[src/rtl/mips_mem_unit_if.sv]
// Request, data-memory and writeback signals of mips_mem_unit.
// master is the unit side; slave is the execute stage, memory and writeback side.
interface mips_mem_unit_if;
    logic        req_valid;
    logic        req_ready;
    logic [2:0]  req_op;
    logic [31:0] req_addr;
    logic [31:0] req_wdata;
    logic [4:0]  req_rd;
    logic [31:0] req_pc;

    logic [31:0] m_data_addr;
    logic [31:0] m_data_wdata;
    logic [3:0]  m_data_byteen;
    logic [31:0] m_data_rdata;
    logic [31:0] m_inst_addr;

    logic        rsp_valid;
    logic        rsp_ready;
    logic        rsp_we;
    logic [4:0]  rsp_rd;
    logic [31:0] rsp_data;
    logic [31:0] rsp_pc;
    logic [4:0]  rsp_exc;

    modport master (
        input  req_valid, req_op, req_addr, req_wdata, req_rd, req_pc,
        input  m_data_rdata, rsp_ready,
        output req_ready, m_data_addr, m_data_wdata, m_data_byteen, m_inst_addr,
        output rsp_valid, rsp_we, rsp_rd, rsp_data, rsp_pc, rsp_exc
    );

    modport slave (
        output req_valid, req_op, req_addr, req_wdata, req_rd, req_pc,
        output m_data_rdata, rsp_ready,
        input  req_ready, m_data_addr, m_data_wdata, m_data_byteen, m_inst_addr,
        input  rsp_valid, rsp_we, rsp_rd, rsp_data, rsp_pc, rsp_exc
    );
endinterface

[src/rtl/mips_mem_unit.sv]
// MIPS M/W memory unit: M slot drives the data bus, W slot holds load results.
// Define MEM_ALIGN_CHECK_EN to trap misaligned accesses (AdEL/AdES) instead of ignoring low bits.
module mips_mem_unit #(
    parameter logic [31:0] RESET_PC = 32'h0000_3000
) (
    input logic             clk,
    input logic             reset,
    mips_mem_unit_if.master bus
);
    typedef enum logic [2:0] {
        OP_LW, OP_LH, OP_LHU, OP_LB, OP_LBU, OP_SW, OP_SH, OP_SB
    } op_e;

    typedef struct packed {
        op_e         op;
        logic [31:0] addr;
        logic [31:0] wdata;
        logic [4:0]  rd;
        logic [31:0] pc;
    } m_slot_t;

    typedef struct packed {
        logic        we;
        logic [4:0]  rd;
        logic [31:0] data;
        logic [31:0] pc;
        logic [4:0]  exc;
    } w_slot_t;

    m_slot_t     m_q, m_d;
    w_slot_t     w_q, w_d;
    logic        m_vld_q, m_vld_d;
    logic        w_vld_q, w_vld_d;
    logic        is_store, misalign, to_w, m_adv, req_ready;
    logic [4:0]  exc;
    logic [15:0] ld_h;
    logic [7:0]  ld_b;
    logic [31:0] ld_data;
    logic [3:0]  byteen;
    logic [31:0] wdata;

    assign is_store = (m_q.op == OP_SW) || (m_q.op == OP_SH) || (m_q.op == OP_SB);

`ifdef MEM_ALIGN_CHECK_EN
    always_comb begin
        misalign = 1'b0;
        case (m_q.op)
            OP_LW, OP_SW:         misalign = |m_q.addr[1:0];
            OP_LH, OP_LHU, OP_SH: misalign = m_q.addr[0];
            default:              misalign = 1'b0;
        endcase
    end
`else
    assign misalign = 1'b0;
`endif

    assign exc = misalign ? (is_store ? 5'd5 : 5'd4) : 5'd0;
    // Faulting stores need a W entry to report the exception, so they wait like loads.
    assign to_w      = !is_store || misalign;
    assign m_adv     = to_w ? (!w_vld_q || bus.rsp_ready) : 1'b1;
    assign req_ready = reset && (!m_vld_q || m_adv);

    always_comb begin
        ld_h = m_q.addr[1] ? bus.m_data_rdata[31:16] : bus.m_data_rdata[15:0];
        ld_b = bus.m_data_rdata[{m_q.addr[1:0], 3'b000} +: 8];
        case (m_q.op)
            OP_LH:   ld_data = {{16{ld_h[15]}}, ld_h};
            OP_LHU:  ld_data = {16'h0, ld_h};
            OP_LB:   ld_data = {{24{ld_b[7]}}, ld_b};
            OP_LBU:  ld_data = {24'h0, ld_b};
            default: ld_data = bus.m_data_rdata;
        endcase
    end

    always_comb begin
        byteen = 4'b0000;
        wdata  = 32'h0;
        if (m_vld_q && is_store && !misalign) begin
            case (m_q.op)
                OP_SW: begin
                    byteen = 4'b1111;
                    wdata  = m_q.wdata;
                end
                OP_SH: begin
                    byteen = m_q.addr[1] ? 4'b1100 : 4'b0011;
                    wdata  = {2{m_q.wdata[15:0]}};
                end
                default: begin
                    byteen = 4'b0001 << m_q.addr[1:0];
                    wdata  = {4{m_q.wdata[7:0]}};
                end
            endcase
        end
        // A store caught by reset must not reach memory at the reset edge.
        if (!reset) byteen = 4'b0000;
    end

    always_comb begin
        m_d     = m_q;
        m_vld_d = m_vld_q;
        w_d     = w_q;
        w_vld_d = w_vld_q;
        if (w_vld_q && bus.rsp_ready) w_vld_d = 1'b0;
        if (m_vld_q && m_adv) begin
            m_vld_d = 1'b0;
            if (to_w) begin
                w_vld_d  = 1'b1;
                w_d.we   = !is_store && !misalign && (m_q.rd != 5'd0);
                w_d.rd   = m_q.rd;
                w_d.data = misalign ? 32'h0 : ld_data;
                w_d.pc   = m_q.pc;
                w_d.exc  = exc;
            end
        end
        if (bus.req_valid && req_ready) begin
            m_vld_d  = 1'b1;
            m_d.op    = op_e'(bus.req_op);
            m_d.addr  = bus.req_addr;
            m_d.wdata = bus.req_wdata;
            m_d.rd    = bus.req_rd;
            m_d.pc    = bus.req_pc;
        end
    end

    always_ff @(posedge clk) begin
        if (!reset) begin
            m_vld_q <= 1'b0;
            w_vld_q <= 1'b0;
            m_q     <= '0;
            w_q     <= '0;
        end else begin
            m_vld_q <= m_vld_d;
            w_vld_q <= w_vld_d;
            m_q     <= m_d;
            w_q     <= w_d;
        end
    end

    assign bus.req_ready     = req_ready;
    assign bus.m_data_addr   = m_vld_q ? m_q.addr : 32'h0;
    assign bus.m_data_wdata  = wdata;
    assign bus.m_data_byteen = byteen;
    assign bus.m_inst_addr   = m_vld_q ? m_q.pc : RESET_PC;
    assign bus.rsp_valid     = w_vld_q;
    assign bus.rsp_we        = w_vld_q && w_q.we;
    assign bus.rsp_rd        = w_vld_q ? w_q.rd : 5'd0;
    assign bus.rsp_data      = w_vld_q ? w_q.data : 32'h0;
    assign bus.rsp_pc        = w_vld_q ? w_q.pc : RESET_PC;
    assign bus.rsp_exc       = w_vld_q ? w_q.exc : 5'd0;
endmodule

[src/flat_wrapper.sv]
// flat-port wrapper written by rule: the top's interface ports become plain ports
module mips_mem_unit_flat 
#(
    parameter logic [31:0] RESET_PC = 32'h0000_3000
)
  (clk, reset, bus_req_valid, bus_req_op, bus_req_addr, bus_req_wdata, bus_req_rd, bus_req_pc, bus_m_data_rdata, bus_rsp_ready, bus_req_ready, bus_m_data_addr, bus_m_data_wdata, bus_m_data_byteen, bus_m_inst_addr, bus_rsp_valid, bus_rsp_we, bus_rsp_rd, bus_rsp_data, bus_rsp_pc, bus_rsp_exc);
  mips_mem_unit_if bus_i ();
  input logic clk;
  input logic reset;
  input wire logic [$bits(bus_i.req_valid)-1:0] bus_req_valid;
  input wire logic [$bits(bus_i.req_op)-1:0] bus_req_op;
  input wire logic [$bits(bus_i.req_addr)-1:0] bus_req_addr;
  input wire logic [$bits(bus_i.req_wdata)-1:0] bus_req_wdata;
  input wire logic [$bits(bus_i.req_rd)-1:0] bus_req_rd;
  input wire logic [$bits(bus_i.req_pc)-1:0] bus_req_pc;
  input wire logic [$bits(bus_i.m_data_rdata)-1:0] bus_m_data_rdata;
  input wire logic [$bits(bus_i.rsp_ready)-1:0] bus_rsp_ready;
  output wire logic [$bits(bus_i.req_ready)-1:0] bus_req_ready;
  output wire logic [$bits(bus_i.m_data_addr)-1:0] bus_m_data_addr;
  output wire logic [$bits(bus_i.m_data_wdata)-1:0] bus_m_data_wdata;
  output wire logic [$bits(bus_i.m_data_byteen)-1:0] bus_m_data_byteen;
  output wire logic [$bits(bus_i.m_inst_addr)-1:0] bus_m_inst_addr;
  output wire logic [$bits(bus_i.rsp_valid)-1:0] bus_rsp_valid;
  output wire logic [$bits(bus_i.rsp_we)-1:0] bus_rsp_we;
  output wire logic [$bits(bus_i.rsp_rd)-1:0] bus_rsp_rd;
  output wire logic [$bits(bus_i.rsp_data)-1:0] bus_rsp_data;
  output wire logic [$bits(bus_i.rsp_pc)-1:0] bus_rsp_pc;
  output wire logic [$bits(bus_i.rsp_exc)-1:0] bus_rsp_exc;
  assign bus_i.req_valid = bus_req_valid;
  assign bus_i.req_op = bus_req_op;
  assign bus_i.req_addr = bus_req_addr;
  assign bus_i.req_wdata = bus_req_wdata;
  assign bus_i.req_rd = bus_req_rd;
  assign bus_i.req_pc = bus_req_pc;
  assign bus_i.m_data_rdata = bus_m_data_rdata;
  assign bus_i.rsp_ready = bus_rsp_ready;
  assign bus_req_ready = bus_i.req_ready;
  assign bus_m_data_addr = bus_i.m_data_addr;
  assign bus_m_data_wdata = bus_i.m_data_wdata;
  assign bus_m_data_byteen = bus_i.m_data_byteen;
  assign bus_m_inst_addr = bus_i.m_inst_addr;
  assign bus_rsp_valid = bus_i.rsp_valid;
  assign bus_rsp_we = bus_i.rsp_we;
  assign bus_rsp_rd = bus_i.rsp_rd;
  assign bus_rsp_data = bus_i.rsp_data;
  assign bus_rsp_pc = bus_i.rsp_pc;
  assign bus_rsp_exc = bus_i.rsp_exc;
  mips_mem_unit #(.RESET_PC(RESET_PC)) u_core (.clk(clk), .reset(reset), .bus(bus_i));
endmodule
[config.mk]
export PLATFORM = sky130hd
export DESIGN_NAME = mips_mem_unit_flat
export DESIGN_NICKNAME = d
export VERILOG_FILES = /design/src/rtl/mips_mem_unit_if.sv /design/src/rtl/mips_mem_unit.sv /design/src/flat_wrapper.sv
export SDC_FILE = /design/constraint.sdc
export NUM_CORES = 1
export LEC_CHECK = 0
export CAP_MARGIN = 20
export CORE_ASPECT_RATIO = 0.9
export CORE_MARGIN = 10
export CORE_UTILIZATION = 47
export CTS_CLUSTER_DIAMETER = 60
export DETAILED_ROUTE_END_ITERATION = 8
export DONT_BUFFER_PORTS = 1
export HOLD_SLACK_MARGIN = 0.03
export PLACE_DENSITY = 0.7
export SLEW_MARGIN = 20
export SYNTH_ARGS = -nofsm -noshare
export SYNTH_HDL_FRONTEND = slang
export SYNTH_SLANG_ARGS = --single-unit
[constraint.sdc]
create_clock -name clk -period 3.2 [get_ports clk]
set_input_delay 0.64 -clock clk [delete_from_list [all_inputs] [get_ports clk]]
set_output_delay 0.64 -clock clk [all_outputs]
set_load 0.03 [all_outputs]
# After elaboration in Yosys (flattened, before gate mapping)
# Cells that the tools add are included.
totals:
  ramBits: 0
  wordCells: 57
  latchBits: 0
  reg_bits: 176
  romBits: 0
  out_inout_bits: 177
  memories: 0
classes:
  bitwise_logic: 1
  mux: 19
  n_eq_ne: 7
  magnitude_cmp: 0
  multipliers: 0
  n_reduce_logical: 17
  shift: 2
  div: 0
  add_sub_neg: 0
op_table:
  columns: ["cell", "count"]
  rows:
  - ["$mux 32", 5]
  - ["$pmux 32 s4", 1]
  - ["$pmux 32 s2", 1]
  - ["$shiftx 32x6->8", 1]
  - ["$mux 16", 1]
  - ["$eq 3x3->1 const B", 4]
  - ["$mux 4", 3]
  - ["$pmux 4 s2", 1]
  - ["$logic_and 1x1->1", 7]
  - ["$eq 3x2->1 const B", 2]
  - ["$mux 1", 6]
  - ["$mux 5", 1]
  - ["$reduce_bool 5->1", 1]
  - ["$logic_or 1x1->1", 4]
  - ["$shl 1x2->4 const A", 1]
  - ["$eq 3x1->1 const B", 1]
  - ["$logic_not 1->1", 3]
  - ["$reduce_and 2->1", 1]
  - ["$reduce_bool 2->1", 1]
  - ["$not 1->1", 1]

# Logic depth before layout (Yosys ltp)
# Gate-level depths: netlist (run 1).
depth:
  word_depth: 8
  ltp_mapped: 8
  ltp_nobuf: 4

# Worst setup path after synthesis (run 1)
# No wires, ideal clock.
synth_timing:
  path_kind: "register to output"
  from: "register u_core.m_vld_q"
  to: "output port bus_m_data_wdata[29]"
  required_time_ns: 2.560
  slack_ns: 0.744
  n_path_buf: 2
  stages_incl_launch_ff: 7
  arrival_ns: 1.816
  path_cell_list: "dfxtp_1 -> buf_2 -> nand2_1 -> nor2_1 -> clkbuf_1 -> o21ai_0 -> a21oi_1"
synth_between:
  elab_chain_len: 2
synth_rtl:
  columns: ["item", "line_no", "text"]
  rows:
  - ["from (decl)", "mips_mem_unit.sv:32", "logic m_vld_q, m_vld_d;"]
  - ["from (signal assigned)", "mips_mem_unit.sv:132", "m_vld_q <= m_vld_d;"]
  - ["$logic_and 1x1->1", "mips_mem_unit.sv:78", "if (m_vld_q && is_store && !misalign) begin"]
  - ["$mux 32", "mips_mem_unit.sv:78", null]
  - ["to (decl)", "flat_wrapper.sv:20", "output wire logic [$bits(bus_i.m_data_wdata)-1:0] bus_m_data_wdata;"]
# No other way between the ends.

# Worst setup path in the final report (run 1)
layout_timing:
  from: "register u_core.m_q[101] (netlist name)"
  to: "output port bus_m_data_byteen[1]"
layout_between:
  elab_chain_len: 6
layout_rtl:
  columns: ["item", "line_no", "text"]
  rows:
  - ["from (decl)", "mips_mem_unit.sv:30", "m_slot_t m_q, m_d;"]
  - ["from (signal assigned)", "mips_mem_unit.sv:134", "m_q <= m_d;"]
  - ["$eq 3x3->1", "mips_mem_unit.sv:42, mips_mem_unit.sv:79", null]
  - ["$logic_or 1x1->1 (2 in series)", "mips_mem_unit.sv:42", "assign is_store = (m_q.op == OP_SW) || (m_q.op == OP_SH) || (m_q.op == OP_SB);"]
  - ["$logic_and 1x1->1", "mips_mem_unit.sv:78", null]
  - ["$mux 4 (*)", "mips_mem_unit.sv:78", null]
  - ["$mux 4 (*)", "mips_mem_unit.sv:95", "if (!reset) byteen = 4'b0000;"]
  - ["to (decl)", "flat_wrapper.sv:21", "output wire logic [$bits(bus_i.m_data_byteen)-1:0] bus_m_data_byteen;"]
# Mark *: on every way between the ends. The rest lies on a longest branch, timed or not.

==> results of run 1 <==
==> per-stage QoR <==
step / setup slack [ns] / hold slack, ns / utilization / std cells
after detailed placement: 0.675 / 0.442 / 0.497 / 1329
after floorplan: 0.744 / 0.431 / - / 1130
final: 0.297 / 0.315 / 0.530 / 1361
after global routing: 0.117 / 0.297 / 0.530 / 1361
after global placement: 0.710 / 0.437 / 0.497 / 1329
after CTS: 0.203 / 0.301 / 0.530 / 1361
==> final timing paths <==
| check | endpoint | slack (ns) | depth (start not counted) |
|---|---|---|---|
| min | u_core.m_q[4] | 0.31 | 2 |
| max reg2reg | u_core.w_q[47] | 0.70 | 5 |
| min reg2reg | u_core.w_q[10] | 0.45 | 2 |
| max | bus_m_data_byteen[1] | 0.30 | 6 |
==> kinds of logic (layout without fill, tap and decap cells) <==
family	after synthesis	count (layout)	synth area share
AND/OR/NAND/NOR	521	521	0.286
buffers and inverters	108	99	0.0608
flip-flops	176	176	0.420
AO/OA/AOI/OAI	286	286	0.188
adder cells (fa/ha/maj)	5	5	0.00596
XOR/XNOR	2	2	0.00209
other	1	5	0.000447
multiplexers	27	27	0.0371
==> flip-flops by register name, indices dropped and copies added (netlist names) <==
name	flops
u_core.bus.rsp_valid	1
u_core.m_q	104
u_core.w_q	70
u_core.m_vld_q	1
==> critical path, stage by stage, from the launching register on <==
cell and delay [ns]:
dfxtp_1 0.58, buf_4 0.26, nand2b_1 0.30, nor2_1 0.06, o21ai_0 0.32, a21oi_1 0.12, buf_4 0.19
==> timing repair <==
item,4_1_cts,5_1_grt
gates resized for setup,0,1
setup endpoints to repair,0,8
hold buffers,0,0
==> routing by layer <==
metal  GRT usage  part of all wire  up-vias
li1            -                 -     3683
met2       0.340              0.47      297
met3      0.0818              0.10       33
met1       0.261              0.41     3452
met4      0.0668             0.022        0
met5           0                 0        -
==> power groups by stage <==
stage	registers, W	logic, W	clock network (W)
after global routing	0.00246	0.000691	0.00220
final	0.00244	0.000620	0.00208
after CTS	0.00244	0.000620	0.00211
after global placement	0.00248	0.000605	0
after floorplan	0.00244	0.000538	0
after detailed placement	0.00248	0.000617	0
==> area by class of cell <==
cell class / instances / area [sq um]
Multi-Input combinational cell: 846 / 4400
Tap cell: 240 / 300
Inverter: 8 / 30.0
Fill cell: 1717 / 8270
Clock buffer: 18 / 429
Sequential cell: 176 / 3530
Timing Repair Buffer: 59 / 505
Clock inverter: 14 / 153
==> Yosys cell counts (7+ instances only) <==
master / count
nand2_1: 318
dfxtp_1: 176
and2_1: 139
o21ai_0: 138
a21oi_1: 91
clkbuf_1: 56
buf_2: 30
a31oi_1: 22
nand3_1: 20
nor2_1: 16
mux2_2: 13
mux2i_1: 12
nor2b_1: 11
a22oi_1: 8
buf_4: 8
nand2b_1: 8
inv_1: 7
==> qor.yml, run 1 <==
fp.dieH_um: 147
die_x_um: 161
clock_skew_ns: 0.00767
track_usage: 0.214
async_flop_share: 0
cts_buffers: 17
maxSlewHeadroom: 0.546
grt_overflow: 0
fp.dieArea_sq_um: 23600
numPortBuffers: 0
p_int_w: 0.00370
grt_pass1_wl_um: 40900
postCtsSetupRepairBufs: 0
post_synth_inst_count: 1126
ir_worst_vdd_uv: 383
critPathCaptureType: "output port"
path_clk_slew_ns: 0.07
yosys_warnings: 0
fp-row-count: 46
leakagePower_nw: 3.53
seq_power_share: 0.475
hp-class: "input pin to register"
outcome: "completed"
drt_iter0_markers: 676
cts.sinks: 176
viasPerCell: 5.48
synth_ff_type: "dfxtp_1"
finalCriticalPeriod_ns: 2.90
worstPathMaxFanout: 12
fin_crit_sh: 0.907
syn_to_final_growth_pct: 11.2
antenna_found_initial: 0
num_vias: 7465
rsz0062_at_grt: "no"
grt_pass1_vias: 7201
htree_num_levels: 4
clock_path_buffers: 2
setup_viol: 0
netlist_area_sq_um: 8400
placed_cell_area_sq_um: 8750
synth.largest_area_cell: "dfxtp_1"
ys_seq_area_frac: 0.420
setup_tns_ns: 0
clk_latency_ns: 0.43
nNetsFinal: 1248
total_power_w: 0.00514
layout_commonest_cell: "nand2_1"
clock.fmax_ghz: 0.344
synth_edf_count: 0
ant_nets: 0
route.detailed.drc: 0
ys_ff_latch: 176
grt_max_degree: 134
critPathRequiredTime_ns: 2.56
io_pins: 317
clockPowerShare: 0.405
syn_avg_cell_area_sq_um: 7.46
wl_per_cell_um: 19.4
hpwl_um: 19000
cp_data_arrival_time_ns: 2.26
drtPass1Iterations: 6
drive_gt1_frac: 0.103
cp-start-kind: "register"
final_hold_viol_count: 0
timing.rr.start: "u_core.m_q[101]"
synth.area.top_cells: "dfxtp_1, nand2_1, and2_1"
worstSetupPathType: "register to output port"
final_max_slew_viol_count: 0
worstHoldStart: "bus_req_pc[4]"
core_region_area_sq_um: 17600
n_antenna_cell: 0
tritoncts: "yes"
netlist.area_leader.share: 0.420
p_sw_frac: 0.280
tightest_slew_ns: 0.682
stdcell_area_sq_um: 9340
routed_wl_um: 26400
power.density_nw_per_um2: 550
p_sw_w: 0.00144
yosysUniqueCellTypes: 44
combPwrFrac: 0.121
place_congestion: 0.844
cap_violations: 0
crit_path_start: "u_core.m_q[101]"
initial_core_util: 0.477
root_buffer: "clkbuf_16"
mostFrequentLayoutCells: "nand2_1, dfxtp_1, and2_1"
No activity file was read; power rests on OpenSTA's default activity.
==> run 2: changes to the inputs <==
--- a/config.mk
+++ b/config.mk
@@ -5,6 +5,7 @@
 export SDC_FILE = /design/constraint.sdc
 export NUM_CORES = 1
 export LEC_CHECK = 0
+export ABC_AREA = 1
 export CAP_MARGIN = 20
 export CORE_ASPECT_RATIO = 0.9
 export CORE_MARGIN = 10
==> run 2 against run 1 <==
Design area increased by 2.1%. Area after synthesis increased by 4.6%. Total power decreased by 1.5%. Hold slack improved by 0.029 ns. Critical endpoint is now bus_m_data_wdata[26]. Highest routed layer unchanged.
==> qor.yml, run 2 <==
outcome: "completed"
drtPass1Iterations: 5
hp-class: "input pin to register"
num_vias: 8511
place_inst: 1559
layout_setup_ws_ns: 0.245
grt_overflow: 0
largest_reg_flops: 104
synth_ff_type: "dfxtp_1"
synth_commonest_cells: "nand2_1, nand3_1, inv_1"
rsz0062_at_grt: "no"
crit_end: "bus_m_data_wdata[26]"
syn_avg_cell_area_sq_um: 6.39
yosysUniqueCellTypes: 26
maxSlewHeadroom: 0.445
viasPerCell: 5.34
cts.sinks: 176
clk_latency_ns: 0.43
fin_crit_sh: 0.924
finalCriticalPeriod_ns: 2.96
ir_worst_vdd_uv: 338
wl_per_cell_um: 17.7
worstSetupPathType: "register to output port"
grt_pass1_vias: 7877
cp_data_arrival_time_ns: 2.32
route.detailed.drc: 0
clock_path_buffers: 2
hpwl_um: 19900
place_congestion: 0.877
drt_iter0_markers: 761
worst-r2r-cell-count: 10
grt_pass1_wl_um: 43600
mostFrequentLayoutCells: "nand2_1, nand3_1, inv_1"
setup_viol: 0
stdcell_area_sq_um: 9530
nNetsFinal: 1476
drive_gt1_frac: 0.0667
htree_num_levels: 4
placed_cell_area_sq_um: 8910
antenna_found_initial: 0
p_sw_w: 0.00146
numPortBuffers: 0
crit_path_start: "u_core.m_q[102]"
reg_top3: "u_core.m_q (104), u_core.w_q (70)"
netlist_area_sq_um: 8780
initial_core_util: 0.479
clock_skew_ns: 0.0131
syn_to_final_growth_pct: 8.58
combPwrFrac: 0.106
ys_seq_area_frac: 0.401
cap_violations: 0
setup_tns_ns: 0
synth.most_common_cell: "nand2_1"
seq_power_share: 0.476
fp.dieH_um: 150
ys_ff_latch: 176
power.density_nw_per_um2: 530
path_clk_slew_ns: 0.07
final-seq-area_sq_um: 3530
core_region_area_sq_um: 18300
p_sw_frac: 0.289
n_antenna_cell: 0
worstHoldStart: "bus_req_addr[31]"
clock.fmax_ghz: 0.338
final_hold_viol_count: 0
critPathCaptureType: "output port"
synth_edf_count: 0
top_register: "u_core.m_q"
routed_wl_um: 28300
cts_buffers: 17
worstPathMaxFanout: 11
post_synth_inst_count: 1375
layout_commonest_cell: "nand2_1"
clockPowerShare: 0.418
rrSetupSlack_ns: 1.00
synth.area.top_cells: "dfxtp_1, nand2_1, nand3_1"
synth.largest_area_cell: "dfxtp_1"
fillers: 1918
track_usage: 0.221
tritoncts: "yes"
cts_hold_buf: 0
total_power_w: 0.00506
leakagePower_nw: 5.28
grt_max_degree: 138
multiInputGateArea_sq_um: 3990
final_max_slew_viol_count: 0
root_buffer: "clkbuf_16"
tightest_slew_ns: 0.833
p_int_w: 0.00359
async_flop_share: 0
timing.rr.start: "u_core.m_q[101]"
yosys_warnings: 0
r2r_end: "u_core.m_q[8]"
cp-start-kind: "register"
fp.dieArea_sq_um: 24600
final_cell_count_no_fill: 1594
ant_nets: 0
fp-row-count: 47
die_x_um: 164
dp_slack_ns: 0.550
netlist.area_leader.share: 0.401
critPathRequiredTime_ns: 2.56
io_pins: 317
==> run 2: changes by cell type after synthesis, sizes merged, moves of 11 or more <==
cell and delta:
and2 -139, inv +200, buf +17, nor2 +33, mux2 -13, o21ai -96, nand3 +215, nor2b -11
clkbuf -15, a31oi -21, nand2 +114, mux2i -12
==> run 2: cells by family after synthesis <==
group,count (synthesis),share of synthesized area
buffers and inverters,311,0.147
and+or+nand+nor,726,0.351
DFF,176,0.401
other,1,0.000427
AOI/OAI and AO/OA,161,0.100
==> run 2: area by class of cell <==
type	count	share of cell area
Clock buffer	17	0.0446
Clock inverter	15	0.0177
Inverter	209	0.0833
Multi-Input combinational cell	892	0.418
Sequential cell	176	0.370
Tap cell	245	0.0322
Timing Repair Buffer	40	0.0341
==> run 2: through the flow <==
stage                      util  hold WS (ns)
after floorplan               -         0.429
after global placement    0.486         0.437
after detailed placement  0.486         0.456
after CTS                 0.518         0.327
after global routing      0.520         0.332
final                     0.520         0.343
==> run 2: worst max-delay path: stages, from the launching register on <==
cell        delay [ns]
dfxtp_1           0.45
nand3_1           0.11
buf_4             0.18
nand2_1           0.35
clkinvlp_4        0.24
buf_4             0.20
o21bai_1          0.17
inv_1             0.18
==> run 2: power by group through the flow <==
stage	registers (W)	logic [W]	clock network (W)
after floorplan	0.00243	0.000489	0
after global placement	0.00245	0.000523	0
after detailed placement	0.00246	0.000532	0
after CTS	0.00241	0.000534	0.00215
after global routing	0.00242	0.000609	0.00224
final	0.00241	0.000537	0.00211
==> run 2: routing by layer <==
layer  GRT usage  part of all wire  vias up
met5           0                 0        -
met4      0.0652             0.018        0
met3      0.0860             0.099       31
met2       0.345              0.46      339
met1       0.275              0.43     3939
li1            -                 -     4202
==> run 2: timing repair <==
action | in CTS | in global routing
endpoints found under the hold margin | 0 | 0
buffers inserted | 0 | 3
setup endpoints to repair | 0 | 12
gates resized for setup | 0 | 2
==> run 2: how the worst min path moves through the flow <==
stage	to	cells after the start	slack, ns
floorplan	u_core.w_q[17]	2	0.43
global placement	u_core.w_q[17]	2	0.44
detailed placement	u_core.w_q[31]	2	0.46
CTS	u_core.m_q[84]	2	0.33
global route	u_core.w_q[54]	2	0.33
finish	u_core.m_q[100]	2	0.34
